==> src/rtl/shift_register_universal.sv <==
// ---------------------------------------------------------------------------
// shift_register_universal
//
// WIDTH-bit universal shift register. It can hold, shift right, shift left or
// parallel-load, with optional rotate. A burst controller runs a programmed
// number of shifts without further input.
//
// "Right" shift moves data toward the MSB: out[0] takes the serial bit and
// out[WIDTH-1] leaves on serialOutRight. "Left" shift does the reverse.
//
// Ports
//   clockpulse        in   1            rising-edge clock
//   clear             in   1            synchronous active-high reset
//   mode              in   2            00 hold, 01 right, 10 left, 11 load
//   rotate            in   1            recirculate the shifted-out bit
//   serialInputRight  in   1            bit entering out[0] on right shift
//   serialInputLeft   in   1            bit entering out[WIDTH-1] on left shift
//   preset            in   WIDTH        parallel-load data
//   start             in   1            burst request (sampled while idle)
//   count             in   COUNT_WIDTH  burst length, sampled with start
//   out               out  WIDTH        register contents
//   notout            out  WIDTH        ~out
//   serialOutRight    out  1            out[WIDTH-1]
//   serialOutLeft     out  1            out[0]
//   busy              out  1            burst in progress
//   done              out  1            one-cycle pulse after the last burst shift
//   fsm_state         out  1            controller state (0 idle, 1 busy)
// ---------------------------------------------------------------------------
module shift_register_universal #(
  parameter int WIDTH       = 8,
  parameter int COUNT_WIDTH = 4
) (
  input  logic                   clockpulse,
  input  logic                   clear,
  input  logic [1:0]             mode,
  input  logic                   rotate,
  input  logic                   serialInputRight,
  input  logic                   serialInputLeft,
  input  logic [WIDTH-1:0]       preset,
  input  logic                   start,
  input  logic [COUNT_WIDTH-1:0] count,
  output logic [WIDTH-1:0]       out,
  output logic [WIDTH-1:0]       notout,
  output logic                   serialOutRight,
  output logic                   serialOutLeft,
  output logic                   busy,
  output logic                   done,
  output logic                   fsm_state
);

  typedef enum logic {
    IDLE = 1'b0,
    BUSY = 1'b1
  } state_t;

  localparam logic [1:0] MODE_HOLD  = 2'b00;
  localparam logic [1:0] MODE_RIGHT = 2'b01;
  localparam logic [1:0] MODE_LEFT  = 2'b10;
  localparam logic [1:0] MODE_LOAD  = 2'b11;

  state_t                 state, state_n;
  logic [COUNT_WIDTH-1:0] remaining, remaining_n;  // shifts still to do after this edge
  logic                   dir_left, dir_left_n;    // latched burst direction
  logic                   done_n;
  logic [WIDTH-1:0]       reg_q, reg_n;
  logic [WIDTH-1:0]       shift_r, shift_l;

  // Both shift results are always available; rotate and serial inputs stay
  // live during a burst.
  always_comb begin
    shift_r = {reg_q[WIDTH-2:0], (rotate ? reg_q[WIDTH-1] : serialInputRight)};
    shift_l = {(rotate ? reg_q[0] : serialInputLeft), reg_q[WIDTH-1:1]};
  end

  always_comb begin
    state_n     = state;
    remaining_n = remaining;
    dir_left_n  = dir_left;
    done_n      = 1'b0;
    reg_n       = reg_q;
    case (state)
      IDLE: begin
        if (start && (mode == MODE_RIGHT || mode == MODE_LEFT)) begin
          dir_left_n = (mode == MODE_LEFT);
          if (count == '0) begin
            // Empty burst: no shift, just report completion.
            done_n = 1'b1;
          end else begin
            // The accept edge performs the first shift.
            reg_n       = (mode == MODE_LEFT) ? shift_l : shift_r;
            remaining_n = count - COUNT_WIDTH'(1);
            if (count == COUNT_WIDTH'(1)) done_n = 1'b1;
            else                          state_n = BUSY;
          end
        end else begin
          case (mode)
            MODE_RIGHT: reg_n = shift_r;
            MODE_LEFT:  reg_n = shift_l;
            MODE_LOAD:  reg_n = preset;
            MODE_HOLD:  reg_n = reg_q;
            default:    reg_n = reg_q;
          endcase
        end
      end
      BUSY: begin
        reg_n       = dir_left ? shift_l : shift_r;
        remaining_n = remaining - COUNT_WIDTH'(1);
        if (remaining == COUNT_WIDTH'(1)) begin
          state_n = IDLE;
          done_n  = 1'b1;
        end
      end
      default: state_n = IDLE;
    endcase
  end

  always_ff @(posedge clockpulse) begin
    if (clear) begin
      state     <= IDLE;
      remaining <= '0;
      dir_left  <= 1'b0;
      done      <= 1'b0;
      reg_q     <= '0;
    end else begin
      state     <= state_n;
      remaining <= remaining_n;
      dir_left  <= dir_left_n;
      done      <= done_n;
      reg_q     <= reg_n;
    end
  end

  assign out            = reg_q;
  assign notout         = ~reg_q;
  assign serialOutRight = reg_q[WIDTH-1];
  assign serialOutLeft  = reg_q[0];
  assign busy           = (state == BUSY);
  assign fsm_state      = state;

endmodule
==> config.mk <==
export PLATFORM = sky130hd
export DESIGN_NAME = shift_register_universal
export DESIGN_NICKNAME = d
export VERILOG_FILES = /design/src/rtl/shift_register_universal.sv
export SDC_FILE = /design/constraint.sdc
export NUM_CORES = 1
export LEC_CHECK = 0
export CAP_MARGIN = 20
export CORE_MARGIN = 2
export CORE_UTILIZATION = 50
export CTS_BUF_LIST = sky130_fd_sc_hd__clkbuf_16
export CTS_CLUSTER_DIAMETER = 100
export DETAILED_ROUTE_END_ITERATION = 8
export PLACE_DENSITY_LB_ADDON = 0.12
export SETUP_SLACK_MARGIN = 0.05
export SLEW_MARGIN = 0
export SYNTH_ARGS = -nofsm -noshare
export SYNTH_HDL_FRONTEND = slang
export SYNTH_SLANG_ARGS = --single-unit
==> constraint.sdc <==
create_clock -name clockpulse -period 4.6 [get_ports clockpulse]
set_input_delay 0.92 -clock clockpulse [delete_from_list [all_inputs] [get_ports clockpulse]]
set_output_delay 0.92 -clock clockpulse [all_outputs]
set_load 0.01 [all_outputs]
* Word level (Yosys, flattened, before mapping) *
Index checks and enable logic that the tools add are counted.
Widths: inputs -> output; s select.

storage, ports and cells
  input port bits = 20
  word-level logic and storage cells = 46
  register bits after elaboration = 15

operators by class
  reductions and logical operators = 7
  equality and inequality tests = 9
  add/subtract/negate cells = 2
  multiplexer cells = 21
  bitwise operators = 2

operators with widths
  operator             number
  $mux 8               4
  $pmux 8 s3           1
  $pmux 8 s2           1
  $mux 1               10
  $eq 4x1->1 const B   2
  $mux 4               2
  $not 8->8            1
  $pmux 4 s2           1
  $sub 4x1->4 const B  2
  $ne 3x3->1 const B   2
  $reduce_and 2->1     3
  $eq 2x2->1 const B   2
  $logic_not 4->1      1
  $ne 2x2->1 const B   2
  $pmux 1 s2           2
  $eq 2x1->1 const B   1
  $logic_not 2->1      1
  $logic_and 1x1->1    1
  $logic_or 1x1->1     1
  $not 1->1            1

* Depth between registers and ports, before layout *
Gate-level depths: netlist (run 1).

  depth after elaboration = 5
  gate-level depth with buffers = 8
  mapped depth without buffers = 6

* Worst setup path after synthesis (run 1) *
OpenSTA, ideal clock, no wires.

  kind = input port to flip-flop
  from = input port mode[0]
  to = register reg_q[0], in the netlist out[0]
  library setup time = 0.133 ns
  data required time = 4.467 ns
  setup slack = 2.301 ns
  stages on the path = 7
  path buffers = 1
  arrival time = 2.167 ns
  cell sequence = inv_1 ha_1 and3b_1 buf_4 a21o_1 a22oi_1 a31oi_1

between the ends
  cells in the longest elaborated chain, start to end = 5

ends and longest elaborated chain
  what                                                   RTL line    RTL
  start, declared                                        35          input logic [1:0] mode,
  $eq 2x2->1 / $eq 2x1->1 (equally long branches)        83, 90, 96
  $mux 8 / $logic_or 1x1->1 (equally long branches)      90, 83
  $mux 8 / $logic_and 1x1->1 (equally long branches)     85, 83
  $mux 8 / $ne 3x3->1 (equally long branches)            n/a
  $pmux 8 s2 / $reduce_and 2->1 (equally long branches)  n/a
  end signal, assigned                                   129         reg_q <= reg_n;
  end, declared                                          65          logic [WIDTH-1:0] reg_q, reg_n;

Several ways; a longest one is shown, not always the timed one. The select of a mux whose other input is x is not followed.
A chain may end at the register's enable or synchronous reset.

* Worst setup path in the final report (run 1) *
  from = input port mode[1]
  to = register reg_q[5], in the netlist out[5]

The elaborated chain is that of the path after synthesis.

==> results.cfg, run 1 <==
[global_route]
antenna_found_initial = 0
grt_pass1_wl_um = 5890
grt_max_degree = 23
grt.total_usage_pct = 24.0
grt_pass1_vias = 1247
grt_overflow_total = 0

[run]
max_cap_viol_count = 0

[detailed_routing]
detail-route-antenna-nets = 0
dr.pass1.iters = 5
routed_via_density = 6.12
wl_met2_um = 1640
top_layer_used = met4
wl_um = 3590
vias = 1432
drc = 0
post_drt_wl_per_cell_um = 15.3
route.met3.wl_um = 271
drt_iter0_drc = 92
met1Wirelength_um = 1600

[worst_setup_path]
r2r_slack_ps = 2680
timing.rr.start = busy
crit_slowest_cell = clkdlybuf4s50_1
cp.required_ps = 4770
crit_fanout = 8
end_kind = flip-flop
crit_chain = clkdlybuf4s50_1, inv_1, ha_1, a21oi_2, o21ai_0, a2bb2o_1, a31oi_1
r2r_cells = 4
crit_end = out[5]
reg2reg_to = out[5]
critPathLaunch = mode[1]
start_kind = input port
worstPathArrival_ps = 2880
critPathMaxStageDelay_ps = 520
crit_type = in -> reg

[synthesis]
yosysTopAreaCell = dfxtp_1
synth_fp_nets = 201
ys_ff_latch = 15
synth_top_family_by_area = compound AO/OA/AOI/OAI gates
synth_ff_type = dfxtp_1
synth_xor_area_share_pct = 0.667
synthSimpleGateAreaFrac_pct = 18.4
postSynthAreaPerCell_um2 = 7.64
yosysSeqAreaShare_pct = 22.9
synth_compound_area_share_pct = 36.8
synth_edf_count = 0
synth_cell_type_count = 43
syn-instance-count = 172
synth_mux_area_share_pct = 2.29
async_flop_share_pct = 0
synth-adder-area-share_pct = 8.57
netlist_area_um2 = 1310
synth_commonest_cells = o21ai_0, inv_1, dfxtp_1
synth_top_area_share_pct = 22.9
yosysWarnings = 0
synth_area_leaders = dfxtp_1, o21ai_0, ha_1
yosysMostFrequentCell = o21ai_0

[clock_tree]
cts-resized-gates = 0
cts_made_buffers = 3
ctsLongestPathBuffers = 2
cts_tree = done
clk_pin_slew_worst_paths_ps = 50
cts-root-buf = clkbuf_16
clock-sinks = 15
clk_latency_ps = 250
postCtsHoldBufs = 0
h-tree-depth = 1
post-cts-setup-buffers = 0

[sta]
hold_viol_final = 0
setup_viol = 0
post-route-period-util_pct = 58.9
finalCriticalPeriod_ps = 2710
finalClockSkew_ps = 3.61
tightest_slew_ps = 760
slew_viol_final = 0
rsz0062_at_grt = false
fmax_mhz = 369
finalSetupTns_ps = 0
max-slew-margin-rel_pct = 49.3

[die]
num_rows = 18
core-area_um2 = 2480
die_area_um2 = 3050
start_util_pct = 53.0
io_pins = 41
die_w_um = 55.3
die_h_um = 55.3

[run_status]
status = complete, no violations

[final_layout]
final-seq-area_um2 = 300
final_area_um2 = 1760
n_antenna_cell = 0
n_fill_cell = 224
drive_gt1_share_pct = 4.90
synthToLayoutAreaGrowth_pct = 33.8
multi_input_area_um2 = 876
layout.nets = 234

[place]
postPlaceCellArea_um2 = 1680
hpwlAfterDp_um = 2540
numPortBuffers = 40
gp_congestion = 0.833

[power_and_ir_drop]
p_clk_share_pct = 33.3
p_sw_uw = 167
p_int_uw = 354
p_comb_share_pct = 34.0
power_density_nw_per_um2 = 296
swShare_pct = 32.1
irDropWorstVdd_mv = 0.205
seqPwrFrac_pct = 32.7
p_leak_uw = 0.000655

[min_path]
hold_class = reg -> reg
logic make-up after synthesis:
group / count (synthesis)
xor+xnor: 1
mux: 3
flops: 15
simple gates: 45
compound gates: 70
buf+inv: 29
fa+ha+maj: 9
critical path: cells and delay by family:
kind / cells / cell delay, ps
adder cells (fa/ha/maj): 1 / 380
AO/OA/AOI/OAI: 4 / 990
buffers and inverters: 2 / 580
state kept, by name (all words and copies together), names as in the netlist:
| signal | flops |
|---|---|
| dir_left | 1 |
| busy | 1 |
| remaining | 4 |
| out | 8 |
| done | 1 |
worst min-delay path by stage:
stage,cells past startpoint,slack [ps],from,endpoint
finish,2,510,dir_left,dir_left
floorplan,2,460,dir_left,dir_left
CTS,2,510,dir_left,dir_left
global route,2,550,dir_left,dir_left
detailed placement,2,500,dir_left,dir_left
global placement,2,500,dir_left,dir_left
metrics by stage:
step / setup WS (ps) / std cells / power, uW / util [%] / hold WS [ps]
after global placement: 1680 / 230 / 341 / 67.7 / 497
after detailed placement: 1660 / 230 / 347 / 67.7 / 500
after global routing: 1710 / 234 / 548 / 71.0 / 555
final: 1890 / 234 / 521 / 71.0 / 510
after floorplan: 2300 / 172 / 271 / - / 457
after CTS: 1890 / 234 / 520 / 71.0 / 506
placed cells by master (no fill, tap or decap), types with 6 or more instances in the layout:
| master | instances |
|---|---|
| inv_1 | 17 |
| a21oi_1 | 10 |
| a31oi_1 | 7 |
| nand2b_1 | 6 |
| nand3_1 | 10 |
| o21ai_0 | 24 |
| clkdlybuf4s50_1 | 40 |
| dfxtp_1 | 15 |
| nand2_1 | 6 |
| nor2_1 | 9 |
| ha_1 | 9 |
area by class of cell:
cell class              count  area share (%)
clock buffers               3            4.27
clock inverters             1           0.285
inverters                  17            3.63
multi-input cells         128            49.8
flip-flops and latches     15            17.1
well taps                  30            2.14
repair buffers             40            22.8
routing by layer:
metal	vias up	GRT usage, %
met5	-	0
met4	0	10.1
met3	8	4.45
met2	71	35.5
met1	657	34.0
li1	696	-
power groups by stage:
stage	logic [uW]	registers (uW)	clock network (uW)
6_report	177	170	174
5_1_grt	193	174	181
4_1_cts	176	170	173
3_5_place_dp	175	173	0
3_3_place_gp	170	171	0
2_1_floorplan	104	167	0
Note: power is estimated with default switching activity, not from simulation.
==> run 2, diff against run 1 <==
--- a/config.mk
+++ b/config.mk
@@ -7,7 +7,7 @@
 export LEC_CHECK = 0
 export CAP_MARGIN = 20
 export CORE_MARGIN = 2
-export CORE_UTILIZATION = 50
+export CORE_UTILIZATION = 46
 export CTS_BUF_LIST = sky130_fd_sc_hd__clkbuf_16
 export CTS_CLUSTER_DIAMETER = 100
 export DETAILED_ROUTE_END_ITERATION = 8
==> constraint.sdc (replaced) <==
create_clock -name clockpulse -period 2.5 [get_ports clockpulse]
set_input_delay 0.5 -clock clockpulse [delete_from_list [all_inputs] [get_ports clockpulse]]
set_output_delay 0.5 -clock clockpulse [all_outputs]
set_load 0.01 [all_outputs]
==> run 2 against run 1 <==
Effect of this change: combinational power rose by 90%; clock power grew 83%; cell area grew 2.2%; total power increased by 85%; sequential cell count unchanged; via count is essentially flat; worst setup slack worse by 1600 ps; count of clock-buffer cells in the layout stayed put; register-to-register slack worse by 2100 ps; sequential power grew 83%; critical path depth unchanged; critical path type unchanged; largest power group unchanged.
==> results.cfg, run 2 (synthesis results as in run 1) <==
[detailed_routing]
drt_iter0_drc = 56
drc = 0
dr.pass1.iters = 4
routed_via_density = 5.96
detail-route-antenna-nets = 0
post_drt_wl_per_cell_um = 15.3
vias = 1431
wl_um = 3680

[global_route]
antenna_found_initial = 0
grt_overflow_total = 0
grt_pass1_vias = 1365
grt_max_degree = 19
use_met2_pct = 36.2
grt_pass1_wl_um = 6040
grt_util_met1_pct = 32.0
busiest_layer = met2
grt.total_usage_pct = 22.9
met3_usage_pct = 3.85

[worst_setup_path]
worstPathArrival_ps = 2370
crit_slowest_cell = clkdlybuf4s50_1
critPathMaxStageDelay_ps = 480
crit_type = in -> reg
crit_fanout = 7
start_kind = input port
critical-path-top-delay-family = compound AO/OA/AOI/OAI gates
cp.buffers_inverters = 2
cp.required_ps = 2610
crit_chain = clkdlybuf4s50_1, inv_1, ha_1, and3b_1, a21o_1, o21ai_0, a31oi_1
end_kind = flip-flop

[power_and_ir_drop]
irDropWorstVdd_mv = 0.399
p_leak_uw = 0.000680
p_total_uw = 966
power_density_nw_per_um2 = 538

[die]
num_rows = 19
die_w_um = 57.4
die_area_um2 = 3300
start_util_pct = 48.1
io_pins = 41
core-area_um2 = 2730
die_h_um = 57.4

[sta]
finalSetupTns_ps = 0
rsz0062_at_grt = false
fmax_mhz = 443
finalWorstSetupSlack_ps = 242
post-route-period-util_pct = 90.3
slew_viol_final = 0
finalCriticalPeriod_ps = 2260
max-slew-margin-rel_pct = 62.8
setup_viol = 0
finalClockSkew_ps = 3.01
tightest_slew_ps = 557
hold_viol_final = 0

[final_layout]
n_fill_cell = 253
largest_reg_flops = 8
layout.nets = 239
drive_gt1_share_pct = 7.18
n_antenna_cell = 0
final_area_um2 = 1800
synthToLayoutAreaGrowth_pct = 36.8
final_cells = 240
final_cell_mix = clkdlybuf4s50_1, o21ai_0, inv_1
layout_commonest_cell = clkdlybuf4s50_1

[place]
gp_congestion = 0.908
pre_cts_ws_ps = 21.8
postPlaceCellArea_um2 = 1720
dp.cells = 236
numPortBuffers = 40
hpwlAfterDp_um = 2700

[min_path]
hold_class = reg -> reg

[clock_tree]
post-cts-setup-buffers = 0
cts_made_buffers = 3
cts-resized-gates = 0
h-tree-depth = 1
cts_tree = done
cts-root-buf = clkbuf_16
clk_pin_slew_worst_paths_ps = 50
clk_latency_ps = 250
ctsLongestPathBuffers = 2
postCtsHoldBufs = 0
clock-sinks = 15

[run_status]
status = complete, no violations

[run]
max_cap_viol_count = 0
run 2: cell count changes in the layout (fill, tap and decap cells not counted), sizes merged:
cell and change:
buf +5
run 2: layer usage:
metal	share of wire (%)	routed length, um	vias to the layer above
li1	-	-	708
met1	46	1700	663
met2	46	1690	56
met3	6.8	251	4
met4	0.84	31	0
met5	0	0	-
run 2: path summary, 6_finish.rpt:
kind             from       end  slack (ps)  cells after the start
max           mode[0]    out[1]         240                      7
min          dir_left  dir_left         510                      2
max reg2reg      busy    out[1]         610                      5
min reg2reg  dir_left  dir_left         510                      2
run 2: worst reg2reg max path, cell delays in order (launching register included):
cell and delay, ps:
dfxtp_1 590, buf_4 270, and3b_1 300, a21o_1 280, o21ai_0 220, a31oi_1 110
run 2: area by class of cell:
type	instances	area, um^2	share of cell area (%)
Timing Repair Buffer	45	438	24.4
Multi-Input combinational cell	128	876	48.7
Clock inverter	1	5.00	0.279
Clock buffer	3	75.1	4.18
Inverter	17	63.8	3.55
Sequential cell	15	300	16.7
Tap cell	31	38.8	2.16
run 2: per-stage QoR:
step / utilization (%) / hold slack (ps)
after CTS: 65.7 / 502
after floorplan: - / 457
after global placement: 62.8 / 486
after detailed placement: 62.8 / 495
final: 65.7 / 506
after global routing: 65.7 / 531
run 2: power breakdown:
group	switching [uW]	total [uW]	internal, uW	leakage [uW]
registers	44.7	311	267	0.000124
clock network	104	318	214	0.0000409
logic	161	337	176	0.000516
total	309	966	657	0.000680
==> run 3, diff against run 2 <==
--- a/config.mk
+++ b/config.mk
@@ -5,8 +5,6 @@
 export SDC_FILE = /design/constraint.sdc
 export NUM_CORES = 1
 export LEC_CHECK = 0
-export CAP_MARGIN = 20
-export CORE_MARGIN = 2
 export CORE_UTILIZATION = 46
 export CTS_BUF_LIST = sky130_fd_sc_hd__clkbuf_16
 export CTS_CLUSTER_DIAMETER = 100
==> run 3 against run 2 <==
Effect of this change: sequential cell count stayed put; cell area is 0.90% lower; utilization is 0.59 points lower; critical path depth stayed put; largest power group unchanged; total power hardly changed; combinational power hardly changed.
==> results.cfg, run 3 (synthesis results as in run 1) <==
[clock_tree]
cts-root-buf = clkbuf_16
cts_made_buffers = 3
post-cts-setup-buffers = 0
postCtsHoldBufs = 0
clk_pin_slew_worst_paths_ps = 50
cts_tree = done
cts-resized-gates = 0
h-tree-depth = 1
ctsLongestPathBuffers = 2
clk_latency_ps = 250
clock-sinks = 15

[final_layout]
layout_commonest_cell = clkdlybuf4s50_1
synthToLayoutAreaGrowth_pct = 35.5
layout.nets = 237
n_fill_cell = 235
largest_reg_flops = 8
drive_gt1_share_pct = 5.80
final_cell_mix = clkdlybuf4s50_1, o21ai_0, inv_1
n_antenna_cell = 0

[worst_setup_path]
start_kind = input port
worstPathArrival_ps = 2370
end_kind = flip-flop
cp.buffers_inverters = 2
critical-path-top-delay-family = compound AO/OA/AOI/OAI gates
crit_chain = clkdlybuf4s50_1, inv_1, ha_1, and3b_1, a21o_1, o21ai_0, a31oi_1
critPathMaxStageDelay_ps = 520
crit_fanout = 7
crit_slowest_cell = clkdlybuf4s50_1
crit_type = in -> reg
cp.required_ps = 2620

[place]
hpwlAfterDp_um = 2700
numPortBuffers = 40
gp_congestion = 0.847

[detailed_routing]
drc = 0
routed_via_density = 6.08
drt_iter0_drc = 93
dr.pass1.iters = 4
wl_um = 3790
vias = 1447
post_drt_wl_per_cell_um = 15.9
detail-route-antenna-nets = 0

[sta]
tightest_slew_ps = 574
rsz0062_at_grt = false
finalCriticalPeriod_ps = 2260
finalClockSkew_ps = 4.02
fmax_mhz = 443
finalSetupTns_ps = 0
post-route-period-util_pct = 90.3
max-slew-margin-rel_pct = 61.7
hold_viol_final = 0
setup_viol = 0
slew_viol_final = 0

[die]
io_pins = 41
die_h_um = 55.4
start_util_pct = 48.1
die_area_um2 = 3070
die_w_um = 55.4
num_rows = 19
core-area_um2 = 2730

[global_route]
grt.total_usage_pct = 25.5
grt_overflow_total = 0
grt_pass1_wl_um = 6270
grt_max_degree = 19
antenna_found_initial = 0
grt_pass1_vias = 1368

[min_path]
hold_class = reg -> reg

[power_and_ir_drop]
p_leak_uw = 0.000671
power_density_nw_per_um2 = 543
irDropWorstVdd_mv = 0.349
p_total_uw = 966

[run]
max_cap_viol_count = 0

[run_status]
status = complete, no violations
## run 3: layout make-up
| type | count | area (um^2) | area share (%) |
|---|---|---|---|
| timing repair buffer | 43 | 423 | 23.8 |
| clock inverter | 1 | 3.75 | 0.211 |
| inverter | 17 | 63.8 | 3.58 |
| tap | 31 | 38.8 | 2.18 |
| sequential | 15 | 300 | 16.9 |
| clock buffer | 3 | 75.1 | 4.22 |
| multi-input combinational | 128 | 876 | 49.2 |
## run 3: path summary, 6_finish.rpt
path            start  endpoint  slack (ps)  depth (start not counted)
max           mode[1]    out[1]         240                          7
min          dir_left  dir_left         520                          2
max reg2reg      busy    out[1]         880                          4
min reg2reg  dir_left  dir_left         520                          2
## run 3: per-stage QoR
| stage | hold slack (ps) | worst slack, ps | area [um^2] | cells | util [%] |
|---|---|---|---|---|---|
| 6_report | 517 | 243 | 1780 | 238 | 65.1 |
| 2_1_floorplan | 457 | 621 | 1310 | 172 | - |
| 3_5_place_dp | 506 | 16.8 | 1700 | 234 | 62.2 |
| 5_1_grt | 547 | 119 | 1780 | 238 | 65.1 |
| 3_3_place_gp | 504 | 89.2 | 1700 | 234 | 62.2 |
| 4_1_cts | 513 | 259 | 1780 | 238 | 65.1 |
## run 3: power by group
group	internal, uW	switching, uW	total [uW]
Clock	212	105	317
Sequential	267	42.8	310
Combinational	175	164	339
## run 3: metal layers
layer  share of wire, %  wire length (um)  track usage (%)  vias to the layer above
met1                 44              1680             33.6                      687
met4                1.0                39             10.4                        0
li1                   -                 -                -                      699
met5                  0                 0                0                        -
met3                6.3               238             3.28                        5
met2                 48              1830             42.0                       56
## run 3: worst min-delay path: stages, from the launching register on
cell     delay (ps)
dfxtp_1         330
nand2_1          70
a21oi_1          60
